==> src/rtl/hazard_scoreboard.sv <==
// hazard_scoreboard: per-register write-latency scoreboard producing ID stall,
// front-end flush, a busy indication and a saturating stall counter.
module hazard_scoreboard #(
  parameter int unsigned NUM_REGS    = 32,
  parameter int unsigned REG_W       = $clog2(NUM_REGS),
  parameter int unsigned LAT_W       = 3,
  parameter int unsigned FLUSH_EXTRA = 1,
  parameter int unsigned CNT_W       = 16
) (
  input  logic             clk,
  input  logic             rst_n,
  input  logic             id_valid,
  input  logic [REG_W-1:0] id_rs1,
  input  logic [REG_W-1:0] id_rs2,
  input  logic             id_rs1_used,
  input  logic             id_rs2_used,
  input  logic [REG_W-1:0] id_rd,
  input  logic             id_reg_write,
  input  logic [LAT_W-1:0] id_latency,
  input  logic             branch_taken,
  input  logic             mem_wait,
  output logic             stall,
  output logic             flush,
  output logic             busy,
  output logic [CNT_W-1:0] stall_count
);

  // Flush window counter must be able to hold FLUSH_EXTRA (at least one bit).
  localparam int unsigned FC_W = (FLUSH_EXTRA > 0) ? $clog2(FLUSH_EXTRA + 1) : 1;
  localparam logic [FC_W-1:0]  FC_LOAD = FC_W'(FLUSH_EXTRA);
  localparam logic [CNT_W-1:0] CNT_MAX = '1;

  // Remaining bubbles before each register's pending write is usable.
  // Register 0 is hard-wired zero and is not stored.
  logic [LAT_W-1:0] pend [1:NUM_REGS-1];
  logic [FC_W-1:0]  flush_cnt;

  logic [LAT_W-1:0] pend_rs1;
  logic [LAT_W-1:0] pend_rs2;
  logic [LAT_W-1:0] pend_rd;
  logic             raw_hazard;
  logic             waw_hazard;
  logic             data_hazard;
  logic             issue;
  logic             rd_load;

  // Look up pending state for the ID operands and OR-reduce the busy flag.
  always_comb begin
    pend_rs1 = '0;
    pend_rs2 = '0;
    pend_rd  = '0;
    busy     = 1'b0;
    for (int unsigned r = 1; r < NUM_REGS; r++) begin
      if (id_rs1 == REG_W'(r)) pend_rs1 = pend[r];
      if (id_rs2 == REG_W'(r)) pend_rs2 = pend[r];
      if (id_rd  == REG_W'(r)) pend_rd  = pend[r];
      if (pend[r] != '0) busy = 1'b1;
    end
  end

  // Hazard detection and stall/flush arbitration; flush wins over data stalls
  // because the ID instruction is being killed anyway.
  always_comb begin
    raw_hazard  = (id_rs1_used && (id_rs1 != '0) && (pend_rs1 != '0)) ||
                  (id_rs2_used && (id_rs2 != '0) && (pend_rs2 != '0));
    waw_hazard  = id_reg_write && (id_rd != '0) && (pend_rd > id_latency);
    data_hazard = id_valid && (raw_hazard || waw_hazard);
    flush       = !mem_wait && (branch_taken || (flush_cnt != '0));
    stall       = mem_wait || (data_hazard && !flush);
    issue       = id_valid && !stall && !flush;
    rd_load     = issue && id_reg_write && (id_rd != '0);
  end

  // Per-register countdown; an issuing writer reloads its destination entry.
  always_ff @(posedge clk or negedge rst_n) begin
    if (!rst_n) begin
      for (int unsigned r = 1; r < NUM_REGS; r++) begin
        pend[r] <= '0;
      end
    end else if (!mem_wait) begin
      for (int unsigned r = 1; r < NUM_REGS; r++) begin
        if (rd_load && (id_rd == REG_W'(r))) begin
          pend[r] <= id_latency;
        end else if (pend[r] != '0) begin
          pend[r] <= pend[r] - LAT_W'(1);
        end
      end
    end
  end

  // Flush window: reloads on every taken branch, frozen while memory waits.
  always_ff @(posedge clk or negedge rst_n) begin
    if (!rst_n) begin
      flush_cnt <= '0;
    end else if (!mem_wait) begin
      if (branch_taken) begin
        flush_cnt <= FC_LOAD;
      end else if (flush_cnt != '0) begin
        flush_cnt <= flush_cnt - FC_W'(1);
      end
    end
  end

  // Saturating count of stalled cycles.
  always_ff @(posedge clk or negedge rst_n) begin
    if (!rst_n) begin
      stall_count <= '0;
    end else if (stall && (stall_count != CNT_MAX)) begin
      stall_count <= stall_count + CNT_W'(1);
    end
  end

endmodule

==> config.mk <==
export PLATFORM = sky130hd
export DESIGN_NAME = hazard_scoreboard
export DESIGN_NICKNAME = d
export VERILOG_FILES = /design/src/rtl/hazard_scoreboard.sv
export SDC_FILE = /design/constraint.sdc
export NUM_CORES = 1
export LEC_CHECK = 0
export CAP_MARGIN = 20
export CORE_MARGIN = 3
export CORE_UTILIZATION = 45
export DETAILED_ROUTE_END_ITERATION = 10
export PLACE_DENSITY_LB_ADDON = 0.3
export REMOVE_ABC_BUFFERS = 1
export SLEW_MARGIN = 25
export SYNTH_ARGS = -nofsm -noshare
export SYNTH_HDL_FRONTEND = slang
export SYNTH_SLANG_ARGS = --single-unit
==> constraint.sdc <==
create_clock -name clk -period 9.67 [get_ports clk]
set_input_delay 1.4505 -clock clk [delete_from_list [all_inputs] [get_ports clk]]
set_output_delay 1.4505 -clock clk [all_outputs]
set_load 0.01 [all_outputs]
==> results.tsv, run 1 <==
stage	metric	value	unit
outcome	status	complete, no violations	
synth	async_flop_share	100	%
place	globalplace.congestion	1.06	
sta	timing.slew.headroom	34.0	%
finish	final_cell_mix	110 x a21oi_1, 110 x dfrtp_1, 107 x nand2b_1, 98 x nand3_1, 91 x nor2_1	
critical_path	critPathSlowestCell	clkdlybuf4s50_1	
pwr	power-per-cell-area	227	mW/mm^2
critical_path	cp-end-kind	output pin	
hold_path	hp-class	reg -> reg	
synth	ys_seq_area_share	23.8	%
routing	ant_nets	0	
synth	synth-seq-cells	110	
finish	stdcell_area	0.0124	mm^2
synth	synth_xor_area_share	1.06	%
critical_path	critPathMaxFanout	12	
die	die_h	166	um
global_routing	use_met3	6.86	%
critical_path	crit_buf_inv	3	
critical_path	crit_top_cell	o21ai_0	
synth	synth_mux_area_share	4.38	%
clock_tree	postCtsHoldBufs	0	
synth	synth.distinct_cells	88	
synth	synth_edf_count	0	
job	max_cap_violations	0	
synth	syn_inst	1404	
synth	synth_top_family_by_area	simple AND/OR/NAND/NOR gates	
global_routing	grt_util_met1	43.3	%
sta	max_freq	0.118	GHz
clock_tree	clkSlewWorstSetupHoldPaths	0.10	ns
sta	layout_setup_ws	1.22	ns
place	hpwl	32100	um
clock_tree	numCtsBuffers	9	
die	start_util	46.6	%
global_routing	grt_start_max_net_pins	62	
routing	drtPass1Iterations	6	
synth	ys.flop_type	dfrtp_1	
synth	syn_area	0.0115	mm^2
hold_path	worstHoldStart	stall_count[9]$_DFFE_PN0P_	
sta	fin_tns_setup	0	ns
clock_tree	htreeDepth	3	
critical_path	path_cells	clkdlybuf4s50_1 > inv_1 > or3_1 > a211oi_1 > o22ai_1 > a221oi_1 > o21ai_0 > a221oi_1 > o21ai_0 > a222oi_1 > ha_1 > nor2b_1 > o21ai_0 > nand2b_1 > a31oi_1 > nand4_1 > o41a_2 > o31ai_2 > nand2_1 > clkdlybuf4s50_1	
routing	num_vias	12020	
clock_tree	ctsResizeCount	0	
global_routing	gr-max-usage-layer	met2	
sta	min_period	8.45	ns
critical_path	slowest_delay	0.70	ns
pwr	finalPower	2.80	mW
clock_tree	clk_path_buf_depth	2	
critical_path	regToRegStartpoint	pend[82]$_DFFE_PN0P_	
routing	drt-initial-drc-count	1406	
critical_path	crit_type	in -> out	
pwr	ir_drop	121	uV
sta	tightest_slew	0.986	ns
routing	routed_wl	44400	um
finish	drive_above_1_share	8.48	%
sta	setup_violations	0	
critical_path	critPathTopFamily	compound AO/OA/AOI/OAI gates	
place	preCtsSetupSlack	1.26	ns
sta	timing.final.crit_share	87.4	%
critical_path	critPathRequiredTime	8.22	ns
global_routing	track_usage	31.1	%
clock_tree	cts.sinks	110	
synth	synth_area_leaders	dfrtp_1 24%, ha_1 7.2%, nand2b_1 5.8%	
routing	wire_per_inst	26.0	um
synth	synth-simple-area-share	29.1	%
sta	hold_violations	0	
sta	slew_viol_final	0	
clock_tree	cts_root_buffer	clkbuf_16	
clock_tree	worstSkewPairLatency	0.38	ns
global_routing	use_met2	46.4	%
finish	nets	1467	
synth	netlist.area_leader.share	23.8	%
synth	synth-compound-area-share	27.5	%
clock_tree	post-cts-setup-buffers	0	
sta	rsz0062_at_grt	false	
synth	synthAdderAreaFrac	7.15	%
synth	ys_warn_count	0	
routing	viasPerCell	7.05	
finish	fin_util	49.9	%
routing	drc_errors	0	
global_routing	gr-total-overflow	0	
global_routing	first_global_vias	11082	
synth	yosys.area.top_type	dfrtp_1	
sta	fin_hold_ws	0.515	ns
critical_path	critPathLaunchType	input port	
sta	clock_skew	0.0168	ns
place	io_buffer_count	44	
clock_tree	cts_tree	yes	
place	place_area	0.0120	mm^2
global_routing	grt_pass1_wl	68000	um
die	die_w	166	um
die	die_area	0.0276	mm^2
pwr	p_leak	4.77	nW
critical_path	cp-startpoint	id_rd[2]	
die	core_area	0.0247	mm^2
place	place_inst	1688	
finish	areaGrowthSynthToFinish	7.06	%
die	num_rows	57	
global_routing	antenna_found_initial	2	
critical_path	worstPathArrival	7.00	ns
die	io_pins	45	
synth	syn_avg_cell_area	8.22	um^2
finish	layoutNonFillerInstCount	1705	
## per-layer routing
| metal | share of wire (%) | routed length [um] | vias up |
|---|---|---|---|
| met1 | 41 | 18200 | 5839 |
| met5 | 0 | 0 | - |
| met2 | 43 | 19100 | 749 |
| li1 | - | - | 5289 |
| met4 | 5.0 | 2210 | 0 |
| met3 | 11 | 4830 | 143 |
## flip-flops by register name, indices dropped and copies added (netlist names)
name / cells
flush_cnt: 1
pend: 93
stall_count: 16
## logic make-up (layout without fill, tap and decap cells)
| group | after synthesis | in the layout |
|---|---|---|
| compound gates | 428 | 428 |
| mux | 40 | 40 |
| simple gates | 564 | 564 |
| flops | 110 | 110 |
| xor+xnor | 14 | 14 |
| buf+inv | 182 | 158 |
| fa+ha+maj | 66 | 66 |
| other cells | 0 | 1 |
## layout make-up
type	count	area, um^2
Clock inverter	7	92.6
Clock buffer	9	225
Fill cell	2381	12400
Sequential cell	110	2750
Multi-Input combinational cell	1112	8010
Timing Repair Buffer	62	571
Antenna cell	1	2.50
Inverter	80	300
Tap cell	324	405
## report_power, final
part	total [mW]	leakage (nW)	switching [mW]	internal, mW
combinational	1.37	3.40	0.779	0.587
clock	0.409	0.149	0.222	0.187
sequential	1.03	1.22	0.387	0.643
total	2.80	4.77	1.39	1.42
## synthesized netlist by cell type (all sizes together), types with 7 or more instances
master,instances
mux2i,19
o31ai,13
nand4,13
a221o,28
a22oi,11
nor2,94
nor2b,29
a211oi,8
a221oi,66
nor4,50
nand2b,108
clkbuf,54
o211ai,11
o2111ai,9
a2bb2oi,15
a21oi,110
mux4,7
and2,11
o22ai,20
xor2,12
buf,48
a31oi,12
nor3,32
a32oi,11
nand3,101
and3,14
nor4b,7
o21ai,47
nand2,70
inv,79
or2,7
dfrtp,110
ha,66
mux2,14
nor3b,8
## worst register-to-register path, stage by stage, from the launching register on
cell,delay [ns]
dfrtp_1,0.37
inv_1,0.15
a211oi_1,0.32
o22ai_1,0.13
a221oi_1,0.28
o21ai_0,0.12
a221oi_1,0.23
o21ai_0,0.18
a222oi_1,0.35
ha_1,0.30
nor2b_1,0.13
o21ai_0,0.14
nand2b_1,0.09
a31oi_1,0.19
nand4_1,0.12
o41a_2,0.51
buf_4,0.35
nor4_4,0.66
buf_4,0.41
a22oi_1,0.16
a221o_1,0.28
## path summary, 6_finish.rpt
kind | endpoint | slack [ns] | depth (start not counted)
hold / removal | stall_count[9]$_DFFE_PN0P_ | 0.52 | 1
min in group asynchronous | pend[80]$_DFFE_PN0P_ | 1.11 | 1
setup reg to reg | pend[47]$_DFFE_PN0P_ | 4.08 | 20
hold reg to reg | stall_count[9]$_DFFE_PN0P_ | 0.52 | 1
max in group asynchronous | stall_count[2]$_DFFE_PN0P_ | 7.23 | 2
setup / recovery | stall | 1.22 | 20
(Power assumes the default switching activity.)
==> run 2, diff against run 1 <==
--- a/config.mk
+++ b/config.mk
@@ -5,11 +5,12 @@
 export SDC_FILE = /design/constraint.sdc
 export NUM_CORES = 1
 export LEC_CHECK = 0
+export ABC_AREA = 1
 export CAP_MARGIN = 20
 export CORE_MARGIN = 3
 export CORE_UTILIZATION = 45
 export DETAILED_ROUTE_END_ITERATION = 10
-export PLACE_DENSITY_LB_ADDON = 0.3
+export PLACE_DENSITY_LB_ADDON = 0.2
 export REMOVE_ABC_BUFFERS = 1
 export SLEW_MARGIN = 25
 export SYNTH_ARGS = -nofsm -noshare
==> results.tsv, run 2 <==
stage	metric	value	unit	change
synth	async_flop_share	100	%	unchanged
clock_tree	cts_root_buffer	clkbuf_16		
sta	fin_tns_setup	0	ns	unchanged
global_routing	grt_start_max_net_pins	93		+50%
routing	drt-initial-drc-count	1166		-17%
die	core_area	0.0245	mm^2	-1.2%
finish	areaGrowthSynthToFinish	9.10	%	
sta	timing.final.crit_share	90.4	%	+3.0 points
clock_tree	ctsResizeCount	0		unchanged
place	hpwl	30400	um	-5.3%
finish	stdcell_area	0.0123	mm^2	-0.49%
sta	setup_violations	0		unchanged
place	place_inst	2219		+31%
synth	syn_inst	1892		+35%
die	io_pins	45		unchanged
die	start_util	46.1	%	-0.57 points
outcome	status	complete, no violations		
critical_path	crit_top_cell	nand2_1		
synth	synth.distinct_cells	38		-57%
place	place_area	0.0120	mm^2	-0.60%
synth	syn_area	0.0113	mm^2	-2.4%
critical_path	critPathSlowestCell	clkdlybuf4s50_1		
clock_tree	numCtsBuffers	9		unchanged
synth	synth_edf_count	0		unchanged
die	die_w	164	um	-1.1%
hold_path	hp-class	reg -> reg		
critical_path	cp-end-kind	output pin		
clock_tree	cts_tree	yes		
critical_path	critPathRequiredTime	8.22	ns	about the same
sta	min_period	8.74	ns	+0.288 ns
synth	yosys.area.top_type	nand2_1		
synth	synth-seq-cells	110		unchanged
finish	nets	1998		+36%
critical_path	slowest_delay	0.85	ns	+0.15 ns
sta	fin_hold_ws	0.492	ns	-0.0233 ns
sta	timing.slew.headroom	32.3	%	-1.7 points
finish	reg.largest.list	pend: 93 flops, stall_count: 16 flops, flush_cnt: 1 flops		
critical_path	critPathMaxFanout	18		+6
pwr	power-per-cell-area	249	mW/mm^2	+9.7%
synth	ys.flop_type	dfrtp_1		
sta	slew_viol_final	0		unchanged
sta	tightest_slew	1.01	ns	+0.0198 ns
global_routing	grt_pass1_wl	62000	um	-8.8%
die	die_h	164	um	-1.1%
die	die_area	0.0270	mm^2	-2.3%
routing	routed_wl	39300	um	-11%
routing	viasPerCell	5.42		-23%
clock_tree	clkSlewWorstSetupHoldPaths	0.09	ns	about the same
critical_path	critPathLaunchType	input port		
finish	largest_register_ffs	93		unchanged
sta	rsz0062_at_grt	false		
global_routing	track_usage	29.5	%	-1.5 points
sta	clock_skew	0.0184	ns	+0.00164 ns
routing	drtPass1Iterations	6		unchanged
place	globalplace.congestion	1.02		-3.7%
critical_path	crit_type	in -> out		
die	num_rows	57		unchanged
finish	final_cell_mix	779 x nand2_1, 276 x inv_1, 144 x nor2_1, 110 x nand4_1, 110 x dfrtp_1		
routing	ant_nets	0		unchanged
clock_tree	worstSkewPairLatency	0.38	ns	about the same
global_routing	first_global_vias	11409		+3.0%
clock_tree	postCtsHoldBufs	0		unchanged
clock_tree	htreeDepth	3		unchanged
global_routing	gr-total-overflow	0		unchanged
clock_tree	clk_path_buf_depth	2		unchanged
synth	ys_warn_count	0		unchanged
finish	layoutNonFillerInstCount	2235		+31%
sta	hold_violations	0		unchanged
place	io_buffer_count	44		unchanged
finish	final_common_cell	nand2_1		
pwr	finalPower	3.06	mW	+9.2%
synth	syn_avg_cell_area	5.96	um^2	-28%
synth	ys_seq_area_share	24.4	%	+0.57 points
routing	num_vias	12108		+0.73%
finish	fin_util	50.3	%	+0.34 points
pwr	ir_drop	145	uV	+19%
finish	diodes	0		-1
global_routing	antenna_found_initial	1		-1
finish	top_register	pend		
synth	yosysMostFrequentCell	nand2_1		
clock_tree	post-cts-setup-buffers	0		unchanged
place	preCtsSetupSlack	1.06	ns	-0.202 ns
synth	synth_area_leaders	nand2_1 26%, dfrtp_1 24%, inv_1 9.2%		
sta	max_freq	0.114	GHz	-3.3%
synth	netlist.area_leader.share	25.9	%	+2.1 points
critical_path	worstPathArrival	7.29	ns	+0.29 ns
pwr	p_leak	6.37	nW	+33%
routing	wire_per_inst	17.6	um	-32%
sta	layout_setup_ws	0.932	ns	-0.288 ns
finish	drive_above_1_share	2.67	%	-5.8 points
routing	drc_errors	0		unchanged
synth	ys_top_cells_by_count	779 x nand2_1, 277 x inv_1, 145 x nor2_1		
job	max_cap_violations	0		unchanged
clock_tree	cts.sinks	110		unchanged
==> run 2: cell count changes in the layout (fill, tap and decap cells not counted), sizes merged, moves of 50 or more <==
cell / delta
nand4: +98
nand2: +710
a221oi: -65
a21oi: -77
inv: +210
o21bai: +93
nand2b: -108
nor2: +56
nand3: -50
==> run 2: routing by layer <==
layer / global-route usage, % / share of wire (%) / wire (um)
met4: 9.69 / 2.8 / 1090
met2: 49.4 / 47 / 18300
met3: 4.16 / 6.8 / 2660
met1: 39.2 / 44 / 17200
met5: 0 / 0.036 / 14
==> run 2: path summary, 6_finish.rpt <==
check	start	endpoint	slack, ns	depth (start not counted)
min reg2reg	pend[49]$_DFFE_PN0P_	pend[49]$_DFFE_PN0P_	0.49	2
max reg2reg	pend[92]$_DFFE_PN0P_	pend[50]$_DFFE_PN0P_	4.43	32
min in group asynchronous	rst_n	pend[81]$_DFFE_PN0P_	0.90	1
min	pend[49]$_DFFE_PN0P_	pend[49]$_DFFE_PN0P_	0.49	2
max	id_rd[4]	stall	0.93	32
max in group asynchronous	rst_n	pend[47]$_DFFE_PN0P_	7.82	2
==> run 2: logic make-up (layout without fill, tap and decap cells) <==
kind of cell | count (synthesis) | in the layout | synth area share (%)
buffers and inverters | 347 | 366 | 12.1
and+or+nand+nor | 1131 | 1131 | 41.5
xor gates and xnor gates | 44 | 44 | 3.42
DFF | 110 | 110 | 24.4
AOI/OAI and AO/OA | 194 | 194 | 11.3
adders and majority gates | 66 | 66 | 7.33
==> run 2: power by group <==
part | leakage (nW) | internal [mW] | switching, mW
clock network | 0.157 | 0.194 | 0.230
logic | 4.85 | 0.676 | 0.981
registers | 1.36 | 0.670 | 0.312
==> run 2: critical path, delay by kind of cell <==
family,cells,cell delay (ns)
AO/OA/AOI/OAI,10,1.59
adder cells (fa/ha/maj),1,0.30
buffers and inverters,3,2.00
AND/OR/NAND/NOR,18,1.95
==> run 2: layout make-up <==
class                   count  area [um^2]
inverters                 294         1100
clock inverters             7          101
flip-flops and latches    110         2750
clock buffers               9          225
repair buffers             56          528
multi-input cells        1435         7180
well taps                 324          405
fillers                  2587        12200
==> run 3, diff against run 2 <==
--- a/config.mk
+++ b/config.mk
@@ -10,6 +10,7 @@
 export CORE_MARGIN = 3
 export CORE_UTILIZATION = 45
 export DETAILED_ROUTE_END_ITERATION = 10
+export GPL_TIMING_DRIVEN = 0
 export PLACE_DENSITY_LB_ADDON = 0.2
 export REMOVE_ABC_BUFFERS = 1
 export SLEW_MARGIN = 25
==> results.tsv, run 3 (same netlist as run 2, synthesis figures left out) <==
stage	metric	value	unit	change
sta	tightest_slew	0.945	ns	-0.0613 ns
routing	topRoutingLayerUsed	met5		
pwr	seqPwrFrac	31.4	%	-0.7 points
clock_tree	cts_root_buffer	clkbuf_16		
finish	drive_above_1_share	2.88	%	+0.21 points
clock_tree	htreeDepth	3		unchanged
clock_tree	clk_path_buf_depth	2		unchanged
critical_path	critPathMaxFanout	33		+15
critical_path	critPathRequiredTime	8.22	ns	about the same
place	hpwl	29200	um	-4.1%
critical_path	crit_top_cell	nand2_1		
critical_path	timing.rr.end	stall_count[5]$_DFFE_PN0P_		
sta	setup_violations	0		unchanged
sta	min_period	9.23	ns	+0.493 ns
finish	final_common_cell	nand2_1		
sta	rsz0062_at_grt	false		
hold_path	hold-path-endpoint	pend[49]$_DFFE_PN0P_		
pwr	p_leak	6.44	nW	+1.1%
die	die_h	164	um	unchanged
critical_path	regToRegStartpoint	pend[92]$_DFFE_PN0P_		
sta	slew_viol_final	0		unchanged
critical_path	cp-end-kind	output pin		
hold_path	whs_path_depth	2		unchanged
pwr	ir_drop	121	uV	-16%
outcome	status	complete, no violations		
finish	diodes	0		unchanged
routing	drc_errors	0		unchanged
place	globalplace.congestion	0.971		-4.9%
pwr	p_int	1.55	mW	+0.62%
pwr	pwr-share-comb	54.9	%	+0.8 points
critical_path	critPathLaunchType	input port		
finish	final_cell_mix	779 x nand2_1, 275 x inv_1, 144 x nor2_1, 110 x nand4_1, 110 x dfrtp_1		
sta	layout_setup_ws	0.439	ns	-0.493 ns
hold_path	worstHoldStart	pend[49]$_DFFE_PN0P_		
routing	num_vias	11983		-1.0%
die	die_w	164	um	unchanged
die	io_pins	45		unchanged
finish	largest_register_ffs	93		unchanged
die	core_area	0.0245	mm^2	unchanged
critical_path	slowest_delay	0.56	ns	-0.29 ns
hold_path	hp-class	reg -> reg		
routing	wire_per_inst	16.8	um	-4.8%
finish	top_register	pend		
die	start_util	46.1	%	unchanged
job	max_cap_violations	0		unchanged
critical_path	reg2regPathDepth	32		unchanged
routing	viasPerCell	5.37		-0.94%
pwr	clock_power_share	13.7	%	about the same
place	io_buffer_count	44		unchanged
global_routing	gr-total-overflow	0		unchanged
global_routing	grt_pass1_wl	59800	um	-3.6%
clock_tree	numCtsBuffers	9		unchanged
clock_tree	clkSlewWorstSetupHoldPaths	0.09	ns	about the same
routing	m1WireLength	16600	um	-3.7%
place	preCtsSetupSlack	-0.448	ns	-1.51 ns
routing	ant_nets	0		unchanged
global_routing	grt_start_max_net_pins	57		-39%
routing	drtPass1Iterations	6		unchanged
sta	max_freq	0.108	GHz	-5.3%
pwr	p_sw	1.50	mW	-1.2%
sta	hold_violations	0		unchanged
finish	nets	1996		-0.10%
critical_path	worstPathArrival	7.78	ns	+0.49 ns
die	die_area	0.0270	mm^2	unchanged
finish	reg.largest.list	pend: 93 flops, stall_count: 16 flops, flush_cnt: 1 flops		
global_routing	track_usage	28.3	%	-1.2 points
routing	wl_met3	2610	um	-1.9%
sta	clock_skew	0.0145	ns	-0.00399 ns
critical_path	critPathSlowestCell	clkdlybuf4s50_1		
global_routing	first_global_vias	11255		-1.3%
finish	areaGrowthSynthToFinish	10.5	%	
die	num_rows	57		unchanged
critical_path	crit_type	in -> out		
clock_tree	post-cts-setup-buffers	0		unchanged
routing	routed_wl	37400	um	-4.8%
clock_tree	cts.sinks	110		unchanged
pwr	power-per-cell-area	245	mW/mm^2	-1.6%
sta	fin_hold_ws	0.489	ns	-0.00284 ns
critical_path	r2r_setup_slack	3.91	ns	-0.52 ns
sta	timing.final.crit_share	95.5	%	+5.1 points
pwr	sw_frac_of_total	49.3	%	-0.47 points
clock_tree	cts_tree	yes		
routing	drt-initial-drc-count	1090		-6.5%
clock_tree	worstSkewPairLatency	0.38	ns	about the same
sta	timing.slew.headroom	36.4	%	+4.1 points
global_routing	antenna_found_initial	2		+1
routing	wl_met2	17000	um	-7.2%
==> run 3: cell count changes in the layout (fill, tap and decap cells not counted), sizes merged <==
cell | before | now
buf | 13 | 14
clkbuf | 9 | 10
clkdlybuf4s50 | 43 | 39
==> run 3: how the worst max path moves through the flow <==
| stage | startpoint | end | slack [ns] | depth (start not counted) |
|---|---|---|---|---|
| after floorplan | id_rd[4] | pend[21]$_DFFE_PN0P_ | 3.17 | 35 |
| after global placement | id_rd[4] | pend[14]$_DFFE_PN0P_ | -0.53 | 33 |
| after detailed placement | id_rd[4] | stall | -0.45 | 32 |
| after CTS | id_rd[4] | stall | 0.1 | 32 |
| after global routing | id_rd[2] | stall | 0.02 | 31 |
| final | id_rd[2] | stall | 0.44 | 31 |
==> run 3: area by class of cell <==
| cell class | count | area, um^2 |
|---|---|---|
| flip-flops and latches | 110 | 2750 |
| multi-input cells | 1435 | 7190 |
| fillers | 2556 | 12000 |
| inverters | 294 | 1110 |
| clock inverters | 7 | 88.8 |
| well taps | 324 | 405 |
| clock buffers | 9 | 225 |
| repair buffers | 54 | 686 |
==> run 3: power by group through the flow <==
| stage | Clock [mW] | Combinational (mW) | Sequential (mW) |
|---|---|---|---|
| 6_report | 0.419 | 1.68 | 0.959 |
| 3_3_place_gp | 0 | 1.61 | 0.961 |
| 5_1_grt | 0.444 | 1.94 | 0.995 |
| 3_5_place_dp | 0 | 1.66 | 0.956 |
| 4_1_cts | 0.426 | 1.67 | 0.953 |
| 2_1_floorplan | 0 | 1.23 | 0.867 |
==> run 3: what timing repair did <==
item                                    4_1_cts  5_1_grt
gates resized for setup                       2        2
endpoints found under the setup margin        1        1
hold buffers                                  0        0
==> run 3: per-stage QoR <==
step | util (%) | instances | setup TNS [ns] | cell area, um^2 | power (mW)
floorplan | - | 1839 | 0 | 11000 | 2.10
global placement | 48.5 | 2207 | -37.23 | 11900 | 2.57
detailed placement | 49.6 | 2217 | -0.448 | 12100 | 2.62
CTS | 51.0 | 2233 | 0 | 12500 | 3.05
global route | 50.9 | 2233 | 0 | 12500 | 3.38
finish | 50.9 | 2233 | 0 | 12500 | 3.05
==> run 3: layer usage <==
| metal | vias up | global-route usage, % |
|---|---|---|
| met5 | - | 0 |
| met4 | 4 | 9.27 |
| met3 | 74 | 5.12 |
| met2 | 401 | 46.4 |
| met1 | 5511 | 37.8 |
| li1 | 5993 | - |
==> run 3: critical path: cells and delay by family <==
family / cells / cell delay [ns]
AND/OR/NAND/NOR: 19 / 3.33
AO/OA/AOI/OAI: 9 / 1.58
buffers and inverters: 2 / 1.12
adder cells (fa/ha/maj): 1 / 0.30
